**config.mk**
```make
export PLATFORM = sky130hd
export DESIGN_NAME = regfilewriter
export DESIGN_NICKNAME = d
export VERILOG_FILES = /design/src/rtl/regfilewriter_pkg.sv /design/src/rtl/regfilewriter_regfile.sv /design/src/rtl/regfilewriter.sv
export SDC_FILE = /design/constraint.sdc
export NUM_CORES = 2
export LEC_CHECK = 0
export BUFFER_PORTS_ARGS = -buffer_cell sky130_fd_sc_hd__buf_2
export CELL_PAD_IN_SITES_DETAIL_PLACEMENT = 0
export CELL_PAD_IN_SITES_GLOBAL_PLACEMENT = 1
export CORE_AREA = 2 2 266 268
export CTS_CLUSTER_DIAMETER = 150
export DETAILED_ROUTE_END_ITERATION = 7
export DIE_AREA = 0 0 268 270
export PLACE_DENSITY = 0.88
export SLEW_MARGIN = 20
export SYNTH_ARGS = -nofsm -noshare
export SYNTH_HDL_FRONTEND = slang
export SYNTH_SLANG_ARGS = --single-unit
```
**constraint.sdc**
```tcl
create_clock -name clk -period 3.2 [get_ports clk]
set_clock_uncertainty 0.2 [all_clocks]
set_input_delay 0.48 -clock clk [delete_from_list [all_inputs] [get_ports clk]]
set_output_delay 0.48 -clock clk [all_outputs]
set_load 0.02 [all_outputs]
```
**src/rtl/regfilewriter_pkg.sv**
```systemverilog
// rtl/regfilewriter_pkg.sv - shared constants and instruction decode helpers for the writeback stage
//
// Purpose: datapath widths, register-file geometry, default link/PC register
//          indices, instruction format codes and the decode helpers used to
//          find the destination register of a retiring instruction.
// Ports:   none (package).
package regfilewriter_pkg;

   localparam int BIT_WIDTH    = 32;
   localparam int REG_COUNT_L2 = 4;
   localparam int REG_COUNT    = 1 << REG_COUNT_L2;

   localparam int LR_ADDR_DEFAULT = 14;
   localparam int PC_ADDR_DEFAULT = 15;

   typedef enum logic [1:0] {
      FMT_DATA   = 2'd0,
      FMT_MEMORY = 2'd1,
      FMT_BRANCH = 2'd2,
      FMT_OTHER  = 2'd3
   } fmt_e;

   // Classification uses the major opcode field in bits [27:25].
   function automatic fmt_e decode_format(input logic [BIT_WIDTH-1:0] inst);
      fmt_e f;
      f = FMT_OTHER;
      if (inst[27:26] == 2'b00)
         f = FMT_DATA;
      else if (inst[27:26] == 2'b01)
         f = FMT_MEMORY;
      else if (inst[27:25] == 3'b101)
         f = FMT_BRANCH;
      return f;
   endfunction

   // Destination register sits in bits [15:12] for every register-writing format.
   function automatic logic [REG_COUNT_L2-1:0] decode_Rd(input logic [BIT_WIDTH-1:0] inst);
      return inst[15:12];
   endfunction

endpackage

```
**src/rtl/regfilewriter_regfile.sv**
```systemverilog
// rtl/regfilewriter_regfile.sv - 16x32 architectural register file, one write port, two bypassed read ports
//
// Purpose: architectural register storage. Reads are combinational; the
//          PC_ADDR index always returns pc_plus8, and a read of the register
//          being written this cycle returns the incoming value.
// Ports:
//   clk, reset            clock, synchronous active-high reset (clears all entries)
//   we, waddr, wdata      write port; a write to PC_ADDR is ignored
//   pc_plus8              value returned for reads of PC_ADDR
//   raddr_a/b, rdata_a/b  combinational read ports
import regfilewriter_pkg::*;

module regfilewriter_regfile #(
   parameter int PC_ADDR = PC_ADDR_DEFAULT
) (
   input  logic                    clk,
   input  logic                    reset,
   input  logic                    we,
   input  logic [REG_COUNT_L2-1:0] waddr,
   input  logic [BIT_WIDTH-1:0]    wdata,
   input  logic [BIT_WIDTH-1:0]    pc_plus8,
   input  logic [REG_COUNT_L2-1:0] raddr_a,
   input  logic [REG_COUNT_L2-1:0] raddr_b,
   output logic [BIT_WIDTH-1:0]    rdata_a,
   output logic [BIT_WIDTH-1:0]    rdata_b
);

   localparam logic [REG_COUNT_L2-1:0] PC_A = REG_COUNT_L2'(PC_ADDR);

   logic [BIT_WIDTH-1:0] mem_q [REG_COUNT];
   logic [BIT_WIDTH-1:0] mem_d [REG_COUNT];
   logic                 we_eff;

   assign we_eff = we && (waddr != PC_A);

   always_comb begin
      mem_d = mem_q;
      if (we_eff)
         mem_d[waddr] = wdata;
   end

   always_ff @(posedge clk) begin
      if (reset)
         mem_q <= '{default: '0};
      else
         mem_q <= mem_d;
   end

   // PC override wins over the bypass; PC_ADDR is never a write target anyway.
   always_comb begin
      rdata_a = mem_q[raddr_a];
      if (raddr_a == PC_A)
         rdata_a = pc_plus8;
      else if (we_eff && (raddr_a == waddr))
         rdata_a = wdata;

      rdata_b = mem_q[raddr_b];
      if (raddr_b == PC_A)
         rdata_b = pc_plus8;
      else if (we_eff && (raddr_b == waddr))
         rdata_b = wdata;
   end

endmodule

```
**src/rtl/regfilewriter.sv**
```systemverilog
// rtl/regfilewriter.sv - writeback stage: register commit, PC redirect and post-redirect squash window
//
// Purpose: retires instructions from the memory stage, commits register writes,
//          issues PC redirects to fetch, drops wrong-path retirements for
//          FLUSH_CYCLES ready cycles after a redirect, and drives forwarding.
// Optional: REGFILEWRITER_RETIRE_COUNT_EN adds output retire_count, a count of
//           non-squashed retire cycles.
// Ports:
//   clk, reset                      clock, synchronous active-high reset
//   enable, memaccessor_inst        upstream valid and instruction
//   ready, regfilewriter_inst       registered valid and held instruction
//   update_pc, new_pc               redirect request and target (retire cycle)
//   update_Rd, Rd_value             register write request and value (retire cycle)
//   pc_plus8                        value read back for PC_ADDR
//   rd_addr_a/b, rd_value_a/b       decoder read ports
//   pc_write, pc_write_value        one-cycle redirect strobe and target
//   flushing                        squash window active
//   fwd_has_Rd/fwd_Rd_addr/fwd_Rd_value  registered forwarding of last commit
//   retire_count                    (optional) committed retire count
import regfilewriter_pkg::*;

module regfilewriter #(
   parameter int FLUSH_CYCLES = 3,
   parameter int LR_ADDR      = LR_ADDR_DEFAULT,
   parameter int PC_ADDR      = PC_ADDR_DEFAULT
) (
   input  logic                    clk,
   input  logic                    reset,
   input  logic                    enable,
   output logic                    ready,
   input  logic [BIT_WIDTH-1:0]    memaccessor_inst,
   output logic [BIT_WIDTH-1:0]    regfilewriter_inst,
   input  logic                    update_pc,
   input  logic [BIT_WIDTH-1:0]    new_pc,
   input  logic                    update_Rd,
   input  logic [BIT_WIDTH-1:0]    Rd_value,
   input  logic [BIT_WIDTH-1:0]    pc_plus8,
   input  logic [REG_COUNT_L2-1:0] rd_addr_a,
   input  logic [REG_COUNT_L2-1:0] rd_addr_b,
   output logic [BIT_WIDTH-1:0]    rd_value_a,
   output logic [BIT_WIDTH-1:0]    rd_value_b,
   output logic                    pc_write,
   output logic [BIT_WIDTH-1:0]    pc_write_value,
   output logic                    flushing,
   output logic                    fwd_has_Rd,
   output logic [REG_COUNT_L2-1:0] fwd_Rd_addr,
   output logic [BIT_WIDTH-1:0]    fwd_Rd_value
`ifdef REGFILEWRITER_RETIRE_COUNT_EN
   ,
   output logic [BIT_WIDTH-1:0]    retire_count
`endif
);

   localparam logic [REG_COUNT_L2-1:0] LR_A  = REG_COUNT_L2'(LR_ADDR);
   localparam logic [REG_COUNT_L2-1:0] PC_A  = REG_COUNT_L2'(PC_ADDR);
   localparam logic [2:0]              FLUSH = 3'(FLUSH_CYCLES);

   logic                    ready_q, ready_d;
   logic [BIT_WIDTH-1:0]    inst_q, inst_d;
   logic [2:0]              cnt_q, cnt_d;
   logic                    flushing_q, flushing_d;
   logic                    pc_write_q, pc_write_d;
   logic [BIT_WIDTH-1:0]    pc_write_value_q, pc_write_value_d;
   logic                    fwd_has_q, fwd_has_d;
   logic [REG_COUNT_L2-1:0] fwd_addr_q, fwd_addr_d;
   logic [BIT_WIDTH-1:0]    fwd_value_q, fwd_value_d;

   logic                    retire;
   logic                    squash;
   logic [REG_COUNT_L2-1:0] wr_addr;
   logic                    rf_we;

   // A ready cycle either retires (window closed) or is dropped (window open).
   assign retire  = ready_q && (cnt_q == 3'd0);
   assign squash  = ready_q && (cnt_q != 3'd0);
   assign wr_addr = (decode_format(inst_q) == FMT_BRANCH) ? LR_A : decode_Rd(inst_q);
   // PC-targeted writes are not commits; the PC only changes through update_pc.
   assign rf_we   = retire && update_Rd && (wr_addr != PC_A);

   always_comb begin
      ready_d          = enable;
      inst_d           = enable ? memaccessor_inst : inst_q;
      cnt_d            = cnt_q;
      pc_write_d       = 1'b0;
      pc_write_value_d = pc_write_value_q;
      fwd_has_d        = fwd_has_q;
      fwd_addr_d       = fwd_addr_q;
      fwd_value_d      = fwd_value_q;
      // Lags the counter by one cycle so flushing falls the cycle after it hits 0.
      flushing_d       = (cnt_q != 3'd0);

      if (squash)
         cnt_d = cnt_q - 3'd1;

      if (retire) begin
         if (update_pc) begin
            pc_write_d       = 1'b1;
            pc_write_value_d = new_pc;
            cnt_d            = FLUSH;
            flushing_d       = 1'b1;
         end
         fwd_has_d = rf_we;
         if (rf_we) begin
            fwd_addr_d  = wr_addr;
            fwd_value_d = Rd_value;
         end
      end
   end

   always_ff @(posedge clk) begin
      if (reset) begin
         ready_q          <= 1'b0;
         inst_q           <= '0;
         cnt_q            <= '0;
         flushing_q       <= 1'b0;
         pc_write_q       <= 1'b0;
         pc_write_value_q <= '0;
         fwd_has_q        <= 1'b0;
         fwd_addr_q       <= '0;
         fwd_value_q      <= '0;
      end else begin
         ready_q          <= ready_d;
         inst_q           <= inst_d;
         cnt_q            <= cnt_d;
         flushing_q       <= flushing_d;
         pc_write_q       <= pc_write_d;
         pc_write_value_q <= pc_write_value_d;
         fwd_has_q        <= fwd_has_d;
         fwd_addr_q       <= fwd_addr_d;
         fwd_value_q      <= fwd_value_d;
      end
   end

`ifdef REGFILEWRITER_RETIRE_COUNT_EN
   logic [BIT_WIDTH-1:0] retire_count_q, retire_count_d;

   always_comb begin
      retire_count_d = retire_count_q;
      if (retire)
         retire_count_d = retire_count_q + 32'd1;
   end

   always_ff @(posedge clk) begin
      if (reset)
         retire_count_q <= '0;
      else
         retire_count_q <= retire_count_d;
   end

   assign retire_count = retire_count_q;
`endif

   assign ready              = ready_q;
   assign regfilewriter_inst = inst_q;
   assign pc_write           = pc_write_q;
   assign pc_write_value     = pc_write_value_q;
   assign flushing           = flushing_q;
   assign fwd_has_Rd         = fwd_has_q;
   assign fwd_Rd_addr        = fwd_addr_q;
   assign fwd_Rd_value       = fwd_value_q;

   regfilewriter_regfile #(
      .PC_ADDR (PC_ADDR)
   ) u_regfile (
      .clk      (clk),
      .reset    (reset),
      .we       (rf_we),
      .waddr    (wr_addr),
      .wdata    (Rd_value),
      .pc_plus8 (pc_plus8),
      .raddr_a  (rd_addr_a),
      .raddr_b  (rd_addr_b),
      .rdata_a  (rd_value_a),
      .rdata_b  (rd_value_b)
   );

endmodule

```
After elaboration in Yosys (flattened, before gate mapping). Index checks and enable logic that the tools add are counted.

Input port bits: 141. Bits in registers: 619. Output and inout port bits: 168. Logic and storage cells: 79.

Reductions and logical operators: 14. Bitwise operators: 4. $add $sub $neg: 1. Equal/unequal tests: 8. Muxes and demuxes: 23. Magnitude comparators: 4.

Operators by type and width (number): $bwmux 512 (1); $mux 32 (9); $bmux 32 s4 (2); $demux 32 s4 (1); $ge 5x5->1 const B (3); $not 4->5 (3); $mux 3 (3); $eq 4x4->1 (2); $eq 4x4->1 const B (2); $logic_and 1x1->1 (8); $lt 5x1->1 const B (1); $mux 1 (4); $mux 2 (2); $mux 4 (1); $ne 4x4->1 const B (1); $reduce_and 2->1 (2); $eq 3x3->1 const B (1); $logic_not 3->1 (1); $reduce_bool 3->1 (1); $sub 3x1->3 const B (1); $eq 2x1->1 const B (1); $eq 2x2->1 const B (1); $logic_not 2->1 (1); $reduce_or 2->1 (1); $not 1->1 (1).

Longest topological paths before layout.
Depth after elaboration: 12. Gate-level depth with buffers: 10.

Cells and area by module. From an unflattened synthesis, not the netlist that was laid out.

Cells, all modules: 3558. Area, all modules: 30954.7 µm².

By module, submodules not included: regfilewriter_regfile (times used 1, cells an instance 3122, area each 26918.3 µm², seq. area each 10249.8 µm²); regfilewriter (times used 1, cells an instance 436, area each 4036.4 µm², seq. area each 2142.1 µm²).

Worst setup path before layout. OpenSTA, ideal clock, no wires.

Path kind: input port to output port. Start: in rd_addr_a[1]. End: out rd_value_a[1]. Stages: 10. Setup slack: 0.313 ns. Path buffers: 4. Arrival: 2.207 ns. Cell sequence: buf_2 > buf_6 > buf_4 > nor2_1 > a32oi_1 > nor3_1 > o22ai_2 > buf_2 > nor3_1 > nor3_1.

Longest elaborated chain between the ends: 6. Elaborated cells on any way between the ends: 9. Those cells by class: eq/ne (2); mux (5); bitwise (1); reduce/logical (1).

RTL lines: from (decl) (line regfilewriter.sv:38) `input logic [REG_COUNT_L2-1:0] rd_addr_a,`; $not 4->5 (not written as such) (line regfilewriter_regfile.sv:51) `rdata_a = mem_q[raddr_a];`; $bmux 32 s4 (line regfilewriter_regfile.sv:51); $mux 32 (not written as such) (2 in a row) (line regfilewriter_regfile.sv:51); $mux 32 (line regfilewriter_regfile.sv:54) `else if (we_eff && (raddr_a == waddr))`; $mux 32 * (line regfilewriter_regfile.sv:52) `if (raddr_a == PC_A)`; to (decl) (line regfilewriter.sv:40) `output logic [BIT_WIDTH-1:0] rd_value_a,`.

Mark *: on every way between the ends. The rest lies on a longest branch, timed or not. The select of a mux whose other input is x is not followed.

Worst setup path in the final report.
Start: reg inst_q[27], in the netlist regfilewriter_inst[27]. End: out rd_value_a[16].

Longest elaborated chain between the ends: 12. Elaborated cells on any way between the ends: 15. Those cells by class: eq/ne (5); mux (6); reduce/logical (4).

RTL lines: from (decl) (line regfilewriter.sv:59) `logic [BIT_WIDTH-1:0] inst_q, inst_d;`; from (signal assigned) (line regfilewriter.sv:123) `inst_q <= inst_d;`; $eq 3x3->1 (line regfilewriter_pkg.sv:31) `else if (inst[27:25] == 3'b101)`; $mux 1 (line regfilewriter_pkg.sv:31); $mux 2 (line regfilewriter_pkg.sv:29) `else if (inst[27:26] == 2'b01)`; $mux 2 * (line regfilewriter_pkg.sv:27) `if (inst[27:26] == 2'b00)`; $eq 2x2->1 * (line regfilewriter.sv:76) `assign wr_addr = (decode_format(inst_q) == FMT_BRANCH) ? LR_A : decode_Rd(inst_q);`; $mux 4 * (line regfilewriter.sv:76); $ne 4x4->1 (line regfilewriter_regfile.sv:34, regfilewriter.sv:78); $logic_and 1x1->1 (line regfilewriter.sv:78) `assign rf_we = retire && update_Rd && (wr_addr != PC_A);`; $logic_and 1x1->1 (line regfilewriter_regfile.sv:34) `assign we_eff = we && (waddr != PC_A);`; $logic_and 1x1->1 * (line regfilewriter_regfile.sv:54); $mux 32 * (line regfilewriter_regfile.sv:54); $mux 32 * (line regfilewriter_regfile.sv:52).

Mark *: on every way between the ends. The rest lies on a longest branch, timed or not.

==> results.sh <==
export IMPL_r2r_slack_ps=580
export IMPL_drt_iter0_markers=3678
export IMPL_worstSetupStartpointType="register"
export IMPL_setup_viol=64
export IMPL_cp_end_kind="output pin"
export IMPL_fill_cells=6086
export IMPL_crit_slowest_cell="dfxtp_4"
export IMPL_clk_pin_slew_ps=70
export IMPL_power_density_mw_per_mm2=476.8
export IMPL_clockBufferDepth=3
export IMPL_syn_num_nets=3798
export IMPL_hold_path_class="primary input to register"
export IMPL_syn_cell_area_mm2=0.03103
export IMPL_clockRootBuffer="clkbuf_16"
export IMPL_status="finished, violations left"
export IMPL_initial_core_util=0.4462
export IMPL_failed_checks="DRC, setup timing"
export IMPL_rsz0062_at_grt="yes"
export IMPL_routed_wl_um=115200
export IMPL_ys_seq_elements=619
export IMPL_cts_buffers=69
export IMPL_cp_required_ps=2520
export IMPL_drt_first_pass_iters=8
export IMPL_fp_dieW_um=268
export IMPL_worstSetupPathType="register to output pin"
export IMPL_yosys_warnings=0
export IMPL_hold_viol=0
export IMPL_die_y_um=270
export IMPL_clk_latency_ps=610
export IMPL_fin_crit_ps=3458
export IMPL_synth_edf_count=0
export IMPL_fmax_mhz=289.2
export IMPL_final_period_utilization=1.081
export IMPL_areaGrowthSynthToFinish_pct=25.04
export IMPL_worst_slew_pin_slew_ps=946.4
export IMPL_overflow=0
export IMPL_final_cell_mix="1171 x nand2_1, 613 x dfxtp_1, 580 x a21oi_1, 239 x buf_2, 187 x mux4_2"
export IMPL_port_buffers=308
export IMPL_slew_viol_final=0
export IMPL_ff_latch_area_mm2=0.01240
export IMPL_grt_total_usage=0.3076
export IMPL_place_hpwl_um=68130
export IMPL_slew_headroom=0.3691
export IMPL_drc=4
export IMPL_antenna_left=0
export IMPL_gp_congestion=0.8973
export IMPL_cp_max_fo=30
export IMPL_via_count=29560
export IMPL_synth_distinct_cells=52
export IMPL_grt_pass1_wl_um=171700
export IMPL_wl_per_cell_um=23.44
export IMPL_cp_data_arrival_time_ps=2780
export IMPL_avgViaCountPerCell=6.016
export IMPL_ios=309
export IMPL_power_static_leakage_nw=13.99
export IMPL_grt_start_max_net_pins=96
export IMPL_syn_avg_cell_area_um2=8.490
export IMPL_dp_slack_ps=23.07
export IMPL_ir_worst_vdd_mv=0.3607
export IMPL_ys_flop_type="dfxtp_1"
export IMPL_drive_gt1_frac=0.2482
export IMPL_maxCapViolCount=0
export IMPL_dieArea_mm2=0.07236
export IMPL_multi_input_area_mm2=0.01809
export IMPL_ys_seq_area_frac=0.3993
export IMPL_synth_async_reset_ratio=0
export IMPL_cts_sinks=619
export IMPL_grt_pass1_vias=28350
export IMPL_synth_cells=3655
export IMPL_cts_tree="done"
export IMPL_antenna_found_initial=3
export IMPL_cp_slowest_stage_delay_ps=340
export IMPL_htreeDepth=3
export IMPL_fin_ws_ps=-257.8
export IMPL_num_nets_final=4063
export IMPL_rows=97
export IMPL_core_mm2=0.06954
export IMPL_final_common_cell="nand2_1"
export IMPL_whs_ps=84.86
export IMPL_cp_cell_sequence="and3b_2, buf_6, or3_4, a21oi_4, o22ai_4, buf_12, and3_4, nor3_2, buf_4"
==> metrics by stage <==
step	std cells	TNS, ps	total power, W	cell area [um2]	util
after floorplan	3655	0	0.009131	31030	-
after global placement	4713	-1.914	0.009863	34190	0.4917
after detailed placement	4713	0	0.009872	34190	0.4917
after CTS	4914	-13700	0.01848	38260	0.5502
after global routing	4914	-17010	0.01899	38800	0.5580
final	4914	-12070	0.01850	38800	0.5580
==> sequential cells by signal (all words and copies together), names as in the netlist, 3 cells and up <==
name,count
u_regfile.mem_q,512
regfilewriter_inst,32
fwd_Rd_addr,4
pc_write_value,32
fwd_Rd_value,32
cnt_q,3
==> timing repair <==
action                     4_1_cts  5_1_grt
cloned                           4        2
gates resized for setup        169      113
hold buffers                    64        0
hold endpoints to repair        64        0
setup endpoints to repair       64       64
setup buffers                   10        2
pin swaps                       11       20
==> layer usage <==
metal,vias up,routed length (um),global-route usage
met5,-,26,0
met4,4,4588,0.1375
met3,305,11710,0.06391
met2,1686,52930,0.4790
met1,14300,45930,0.4111
li1,13260,-,-
==> cell usage after synthesis, types with 3 or more instances <==
library cell,count,area share
a22oi_1,32,0.0077
mux4_2,187,0.14
dfxtp_1,619,0.40
a221oi_1,32,0.0090
buf_6,12,0.0044
nor2b_1,68,0.014
a222oi_1,32,0.010
a31oi_1,32,0.0065
and2_1,3,0.00060
mux2i_1,160,0.052
nand3b_1,3,0.00073
nor3_2,32,0.010
nand2_1,1173,0.14
nand3_1,9,0.0015
clkbuf_4,3,0.00073
a21oi_1,583,0.094
clkbuf_1,227,0.027
buf_12,3,0.0019
or3_1,4,0.00081
buf_4,11,0.0027
nor2_1,89,0.011
buf_2,109,0.018
nand2b_1,3,0.00060
buf_1,15,0.0018
a21o_1,32,0.0077
o22ai_1,33,0.0067
o21ai_0,32,0.0052
and3_1,35,0.0071
nor3_1,44,0.0071
mux4_1,5,0.0042
==> worst max-delay path, delay by kind of cell (launching register included) <==
family	cells	cell delay [ps]
and+or+nand+nor	4	950
buffers and inverters	3	520
DFF	1	340
AOI/OAI and AO/OA	2	330
==> path summary, 6_finish.rpt <==
| check | from | end | depth (start not counted) |
|---|---|---|---|
| max | regfilewriter_inst[27] | rd_value_a[16] | 9 |
| min | Rd_value[28] | u_regfile.mem_q[124] | 3 |
| max reg2reg | cnt_q[0] | u_regfile.mem_q[226] | 10 |
| min reg2reg | pc_write_value[1] | pc_write_value[1] | 2 |
==> kinds of logic (layout without fill, tap and decap cells) <==
kind of cell,count (synthesis),count (layout),share of synthesized area
AND/OR/NAND/NOR,1476,1476,0.2003
AO/OA/AOI/OAI,818,818,0.1499
flip-flops,619,619,0.3993
buffers and inverters,384,702,0.05705
multiplexers,352,352,0.1916
XOR/XNOR,4,4,0.001129
adder cells (fa/ha/maj),2,2,0.0008063
other,0,1,0
==> final cells by class <==
| type | instances | area share |
|---|---|---|
| Sequential cell | 619 | 0.3196 |
| Inverter | 3 | 0.0002902 |
| Clock inverter | 25 | 0.009028 |
| Antenna cell | 1 | 0.00006449 |
| Timing Repair Buffer | 575 | 0.1213 |
| Clock buffer | 99 | 0.05317 |
| Tap cell | 940 | 0.03031 |
| Multi-Input combinational cell | 2652 | 0.4662 |
==> power by group <==
part / total (W) / leakage (nW) / internal [W] / switching, W
Combinational: 0.00216 / 7.79 / 0.000853 / 0.00131
Sequential: 0.00784 / 5.00 / 0.00779 / 0.0000522
Clock: 0.00850 / 1.20 / 0.00514 / 0.00336
Note: power is estimated with default switching activity, not from simulation.
